$ cat config.mk
export PLATFORM = sky130hd
export DESIGN_NAME = ifu_pc_gen_flat
export DESIGN_NICKNAME = d
export VERILOG_FILES = /design/src/rtl/ifu_pc_gen_if.sv /design/src/rtl/ifu_pc_gen.sv /design/src/flat_wrapper.sv
export SDC_FILE = /design/constraint.sdc
export NUM_CORES = 1
export LEC_CHECK = 0
export ABC_AREA = 1
export BUFFER_PORTS_ARGS = -buffer_cell sky130_fd_sc_hd__buf_4
export CAP_MARGIN = 0
export CORE_MARGIN = 8
export CORE_UTILIZATION = 46
export DETAILED_ROUTE_END_ITERATION = 7
export PLACE_DENSITY = 0.75
export SKIP_CTS_REPAIR_TIMING = 1
export SLEW_MARGIN = 10
export SYNTH_ARGS = -nofsm -noshare
export SYNTH_HDL_FRONTEND = slang
export SYNTH_SLANG_ARGS = --single-unit
$ cat constraint.sdc
create_clock -name clk_i -period 6.1 [get_ports clk_i]
set_input_delay 0.61 -clock clk_i [delete_from_list [all_inputs] [get_ports clk_i]]
set_output_delay 0.61 -clock clk_i [all_outputs]
set_load 0.05 [all_outputs]
$ cat src/rtl/ifu_pc_gen_if.sv
// Fetch-PC generator bundle: BPU request/response, I-cache request, backend control.
// master = the PC generator, slave = its environment (BPU, I-cache, backend).
interface ifu_pc_gen_if #(
  parameter int unsigned PLEN      = 32,
  parameter int unsigned FTQ_DEPTH = 4
);
  logic [PLEN-1:0]                bpu_pc_o;
  logic                           bpu_valid_o;
  logic                           bpu_ready_i;
  logic [PLEN-1:0]                bpu_npc_i;
  logic                           icache_req_valid_o;
  logic [PLEN-1:0]                icache_req_pc_o;
  logic                           icache_req_ready_i;
  logic                           redirect_valid_i;
  logic [PLEN-1:0]                redirect_pc_i;
  logic                           fetch_stall_i;
  logic [$clog2(FTQ_DEPTH):0]     ftq_count_o;

  modport master (
    output bpu_pc_o, bpu_valid_o, icache_req_valid_o, icache_req_pc_o, ftq_count_o,
    input  bpu_ready_i, bpu_npc_i, icache_req_ready_i, redirect_valid_i, redirect_pc_i,
           fetch_stall_i
  );

  modport slave (
    input  bpu_pc_o, bpu_valid_o, icache_req_valid_o, icache_req_pc_o, ftq_count_o,
    output bpu_ready_i, bpu_npc_i, icache_req_ready_i, redirect_valid_i, redirect_pc_i,
           fetch_stall_i
  );
endinterface

$ cat src/rtl/ifu_pc_gen.sv
// Fetch-PC generator with a small fetch target queue feeding the I-cache.
// Holds the current block PC for the BPU and queues each accepted PC for fetch.
module ifu_pc_gen #(
  parameter int unsigned     PLEN         = 32,
  parameter logic [PLEN-1:0] RESET_VECTOR = 32'h8000_0000,
  parameter int unsigned     FTQ_DEPTH    = 4
) (
  input  logic          clk_i,
  input  logic          rst_i,
  ifu_pc_gen_if.master  bus
);

  localparam int unsigned      PTR_W   = $clog2(FTQ_DEPTH);
  localparam int unsigned      CNT_W   = PTR_W + 1;
  localparam logic [CNT_W-1:0] DEPTH_C = CNT_W'(FTQ_DEPTH);

  typedef enum logic [1:0] {BOOT, RUN, FLUSH} state_t;

  state_t           state_q, state_d;
  logic [PLEN-1:0]  pc_q, pc_d;
  logic [PTR_W-1:0] head_q, head_d;
  logic [PTR_W-1:0] tail_q, tail_d;
  logic [CNT_W-1:0] count_q, count_d;
  logic [PLEN-1:0]  fifo_q [FTQ_DEPTH];

  logic ic_valid;
  logic bpu_valid;
  logic pop;
  logic push;
  logic can_push;

  always_ff @(posedge clk_i or posedge rst_i) begin
    if (rst_i) begin
      state_q <= BOOT;
    end else begin
      state_q <= state_d;
    end
  end

  // A redirect always wins and forces a one-cycle bubble, even from BOOT or FLUSH.
  always_comb begin
    state_d = state_q;
    case (state_q)
      BOOT:    state_d = RUN;
      RUN:     state_d = RUN;
      FLUSH:   state_d = RUN;
      default: state_d = BOOT;
    endcase
    if (bus.redirect_valid_i) begin
      state_d = FLUSH;
    end
  end

  // pop feeds can_push, so icache_req_ready_i reaches bpu_valid_o combinationally.
  always_comb begin
    ic_valid  = (count_q != '0) & ~bus.redirect_valid_i & (state_q != FLUSH);
    pop       = ic_valid & bus.icache_req_ready_i;
    can_push  = (count_q < DEPTH_C) | pop;
    bpu_valid = (state_q == RUN) & ~bus.fetch_stall_i & ~bus.redirect_valid_i & can_push;
    push      = bpu_valid & bus.bpu_ready_i;
  end

  assign bus.bpu_pc_o           = pc_q;
  assign bus.bpu_valid_o        = bpu_valid;
  assign bus.icache_req_valid_o = ic_valid;
  assign bus.icache_req_pc_o    = ic_valid ? fifo_q[head_q] : '0;
  assign bus.ftq_count_o        = count_q;

  always_comb begin
    pc_d    = pc_q;
    head_d  = head_q;
    tail_d  = tail_q;
    count_d = count_q;
    if (bus.redirect_valid_i) begin
      pc_d    = bus.redirect_pc_i;
      head_d  = '0;
      tail_d  = '0;
      count_d = '0;
    end else begin
      if (push) begin
        pc_d   = bus.bpu_npc_i;
        tail_d = tail_q + PTR_W'(1);
      end
      if (pop) begin
        head_d = head_q + PTR_W'(1);
      end
      case ({push, pop})
        2'b10:   count_d = count_q + CNT_W'(1);
        2'b01:   count_d = count_q - CNT_W'(1);
        default: count_d = count_q;
      endcase
    end
  end

  always_ff @(posedge clk_i or posedge rst_i) begin
    if (rst_i) begin
      pc_q    <= RESET_VECTOR;
      head_q  <= '0;
      tail_q  <= '0;
      count_q <= '0;
    end else begin
      pc_q    <= pc_d;
      head_q  <= head_d;
      tail_q  <= tail_d;
      count_q <= count_d;
    end
  end

  // Queue storage is pure data: never reset, the empty gate hides stale entries.
  always_ff @(posedge clk_i) begin
    if (push) begin
      fifo_q[tail_q] <= pc_q;
    end
  end

endmodule

$ cat src/flat_wrapper.sv
// flat-port wrapper written by rule: the top's interface ports become plain ports
module ifu_pc_gen_flat 
#(
  parameter int unsigned     PLEN         = 32,
  parameter logic [PLEN-1:0] RESET_VECTOR = 32'h8000_0000,
  parameter int unsigned     FTQ_DEPTH    = 4
)
  (clk_i, rst_i, bus_bpu_pc_o, bus_bpu_valid_o, bus_icache_req_valid_o, bus_icache_req_pc_o, bus_ftq_count_o, bus_bpu_ready_i, bus_bpu_npc_i, bus_icache_req_ready_i, bus_redirect_valid_i, bus_redirect_pc_i, bus_fetch_stall_i);
  ifu_pc_gen_if #(.PLEN(PLEN), .FTQ_DEPTH(FTQ_DEPTH)) bus_i ();
  input  logic clk_i;
  input  logic rst_i;
  output wire logic [$bits(bus_i.bpu_pc_o)-1:0] bus_bpu_pc_o;
  output wire logic [$bits(bus_i.bpu_valid_o)-1:0] bus_bpu_valid_o;
  output wire logic [$bits(bus_i.icache_req_valid_o)-1:0] bus_icache_req_valid_o;
  output wire logic [$bits(bus_i.icache_req_pc_o)-1:0] bus_icache_req_pc_o;
  output wire logic [$bits(bus_i.ftq_count_o)-1:0] bus_ftq_count_o;
  input wire logic [$bits(bus_i.bpu_ready_i)-1:0] bus_bpu_ready_i;
  input wire logic [$bits(bus_i.bpu_npc_i)-1:0] bus_bpu_npc_i;
  input wire logic [$bits(bus_i.icache_req_ready_i)-1:0] bus_icache_req_ready_i;
  input wire logic [$bits(bus_i.redirect_valid_i)-1:0] bus_redirect_valid_i;
  input wire logic [$bits(bus_i.redirect_pc_i)-1:0] bus_redirect_pc_i;
  input wire logic [$bits(bus_i.fetch_stall_i)-1:0] bus_fetch_stall_i;
  assign bus_bpu_pc_o = bus_i.bpu_pc_o;
  assign bus_bpu_valid_o = bus_i.bpu_valid_o;
  assign bus_icache_req_valid_o = bus_i.icache_req_valid_o;
  assign bus_icache_req_pc_o = bus_i.icache_req_pc_o;
  assign bus_ftq_count_o = bus_i.ftq_count_o;
  assign bus_i.bpu_ready_i = bus_bpu_ready_i;
  assign bus_i.bpu_npc_i = bus_bpu_npc_i;
  assign bus_i.icache_req_ready_i = bus_icache_req_ready_i;
  assign bus_i.redirect_valid_i = bus_redirect_valid_i;
  assign bus_i.redirect_pc_i = bus_redirect_pc_i;
  assign bus_i.fetch_stall_i = bus_fetch_stall_i;
  ifu_pc_gen #(.PLEN(PLEN), .RESET_VECTOR(RESET_VECTOR), .FTQ_DEPTH(FTQ_DEPTH)) u_core (.clk_i(clk_i), .rst_i(rst_i), .bus(bus_i));
endmodule
==> metrics.md <==
| Metric | Value |
|---|---|
| Post-place setup slack | about 3.2 ns |
| Full die area | 19500 um2 |
| First-pass GRT wire length | 26650 um |
| CP Class | flip-flop to output pin |
| Final WS setup | 2.701 ns |
| Row cnt | 45 |
| Most used cell, CP | buf_4 |
| Vias in the first global route | a little over 5000 |
| Via count | 4997 |
| Cell area after layout | 8733 um2 |
| Synth Warn # | 0 |
| Mapped Area | 7030 um2 |
| Status | completed |
| Clk pin slew, worst setup/hold paths | roughly 0.060 ns |
| Number of distinct library cells after synthesis | 27 |
| HPWL Detailed | between 10000 and 15000 um |
| Initial core utilization | 0.4659 |
| Commonest cells after routing, fill and taps aside | 193 x nor2_1, 142 x buf_4, 128 x edfxtp_1, 74 x o21ai_0, 39 x dfrtp_1 |
| CTS buffer count | 17 |
| Placed instance area | 8172 um2 |
| Final hold violation count | 0 |
| Syn Inst Count | 626 |
| Final Skew | 0.008159 ns |
| Share of cells above drive strength 1 | 0.2457 |
| Crit-path cells | buf_4, inv_2, o21ai_0, a21oi_1, buf_4 |
| WP data required | 5.49 ns |
| Antenna cells | 0 |
| Final TNS setup | 0 ns |
| Final Slew Violations | 0 |
| Layout Nets | around 800 |
| Leak Pwr | 3.399 nW |
| Worst-Margin Slew | 1.117 ns |
| DR DRC count | 0 |
| CP max stage delay | 0.76 ns |
| Hold WC Path Type | input port to asynchronous set/reset pin |
| RSZ-0062 raised after global routing | false |
| Number of H-tree levels | 4 |
| Clock sink count | 169 |
| Initial antenna violation count | 0 |
| Clock latency on the worst-skew pair | 0.42 ns |
| Io pins | roughly 140 |
| Final wirelength | 16640 um |
| Largest net degree at the start of global routing | 68 |
| Relative slew slack | 0.2507 |
| Port buffer count | 138 |
| Iter 0 DRT Violations | 340 |
| Die height | 139.6 um |
| Maximum VDD drop | 206.2 uV |
| PD cells | roughly 300 nW/um2 |
| Nature of the critical path endpoint | output pin |
| CTS tree | yes |
| Mapped Avg Cell Area | 11.23 um2 |
| CORE AREA | 15090 um2 |
| Synth-to-Final Area Change | 24.22% |
| Gr usage total | 0.1747 |
| Max cap viols | 0 |
| GP Congestion | 0.7507 |
| Max Freq | 294.2 MHz |
| Setup violators final | 0 |
| Slowest cell on crit path | inv_2 |
| Wire length per cell | between 15 and 20 um |
| Fill count | ~1200 |
| Final ANT Viol Nets | 0 |
| Synth Net Count | 701 |
| GRT overflow | 0 |
| Clk buf depth | 2 |
| Seq cells post-synth | approximately 170 |
| Final min period | 3.399 ns |
| Worst EP arrival | 2.79 ns |
| Die extent in x | 139.6 um |
| Pre-antenna DRT Iters | 4 |
| Final cycle utilization of the critical path | 0.5571 |
| CP Max Fanout | 66 |
| Commonest non-fill, non-tap cell in the layout | nor2_1 |
| Drt via density | 5.266 |
| CTS root buf | clkbuf_16 |
| Seq/Total Area, Yosys | 0.6928 |
| Startpoint types | flip-flop |
-- path summary, 6_finish.rpt --
| kind | start | to | slack [ns] | cells past startpoint |
|---|---|---|---|---|
| worst max-delay path | u_core.head_q[0] | bus_icache_req_pc_o[22] | 2.70 | 5 |
| worst min-delay path | rst_i | u_core.bus.bpu_pc_o[15] | 0.42 | 2 |
| worst max register to register | u_core.bus.ftq_count_o[2] | u_core.fifo_q[1][20] | 3.77 | 6 |
| worst min register to register | u_core.state_q[0] | u_core.state_q[0] | 0.47 | 1 |
| max in group asynchronous | rst_i | u_core.head_q[0] | 5.00 | 2 |
| min in group clk_i | u_core.state_q[0] | u_core.state_q[0] | 0.47 | 1 |
-- stage by stage --
stage	std cells	hold slack, ns	power [mW]	util
detailed placement	917	0.4622	1.640	0.5415
global placement	917	0.4579	1.631	0.5415
finish	949	0.4226	2.624	0.5788
floorplan	626	0.4443	1.523	-
CTS	949	0.4531	2.635	0.5788
global route	949	0.4901	2.708	0.5788
-- critical path, delay by kind of cell (launching register included) --
kind | cells | cell delay, ns
DFF | 1 | 0.38
buffers and inverters | 3 | 1.34
AOI/OAI and AO/OA | 2 | 0.60
-- cells in the mapped netlist --
master    count  share of area
nor2_1      197           0.11
edfxtp_1    128           0.55
o21ai_0      74          0.053
dfrtp_1      40           0.14
a21oi_1      35          0.025
o21a_1       32          0.034
o21ai_1      25          0.018
clkbuf_1     22          0.012
nand2_1      16         0.0085
inv_1        15         0.0080
buf_1         6         0.0032
buf_2         6         0.0043
nand3_1       6         0.0043
buf_6         5         0.0080
ha_1          4         0.0071
nand2_2       3         0.0027
inv_2         2         0.0011
a21boi_0      1         0.0011
clkinv_1      1        0.00053
dfstp_2       1         0.0037
fa_1          1         0.0028
nand2_4       1         0.0016
nand3_2       1         0.0014
nand3_4       1         0.0025
nand4_1       1        0.00089
nor3_2        1         0.0014
xnor2_1       1         0.0012
-- power by group --
| group | switching [mW] | internal (mW) |
|---|---|---|
| logic | 0.187 | 0.0969 |
| clock network | 0.408 | 0.601 |
| registers | 0.0448 | 1.29 |
-- cell type report --
type | instances | area, um2 | share of cell area
flip-flops and latches | 169 | 4872 | 0.5579
multi-input cells | 400 | 1931 | 0.2211
repair buffers | 142 | 1066 | 0.1221
clock buffers | 24 | 491.7 | 0.05630
well taps | 188 | 235.2 | 0.02693
clock inverters | 8 | 70.07 | 0.008023
inverters | 18 | 67.56 | 0.007736
-- sequential cells by signal (all words and copies together), names as in the netlist --
signal,cells
u_core.bus.bpu_pc_o,32
u_core.bus.ftq_count_o,3
u_core.fifo_q,128
u_core.head_q,2
u_core.state_q,2
u_core.tail_q,2
-- cell families after synthesis --
kind of cell,Yosys count,share of synthesized area
buffers and inverters,57,0.03684
DFF,169,0.6928
and+or+nand+nor,227,0.1285
AOI/OAI and AO/OA,167,0.1306
adders and majority gates,5,0.009967
xor gates and xnor gates,1,0.001246
-- metal layers --
| metal | wire (um) | vias up | part of all wire | track usage |
|---|---|---|---|---|
| met5 | 0 | - | 0 | 0 |
| met4 | 188 | 0 | 0.011 | 0.05429 |
| met3 | 1053 | 14 | 0.063 | 0.05027 |
| met2 | 8307 | 178 | 0.50 | 0.2950 |
| met1 | 7092 | 2400 | 0.43 | 0.2130 |
| li1 | - | 2405 | - | - |
No activity file was read; power rests on OpenSTA's default activity.
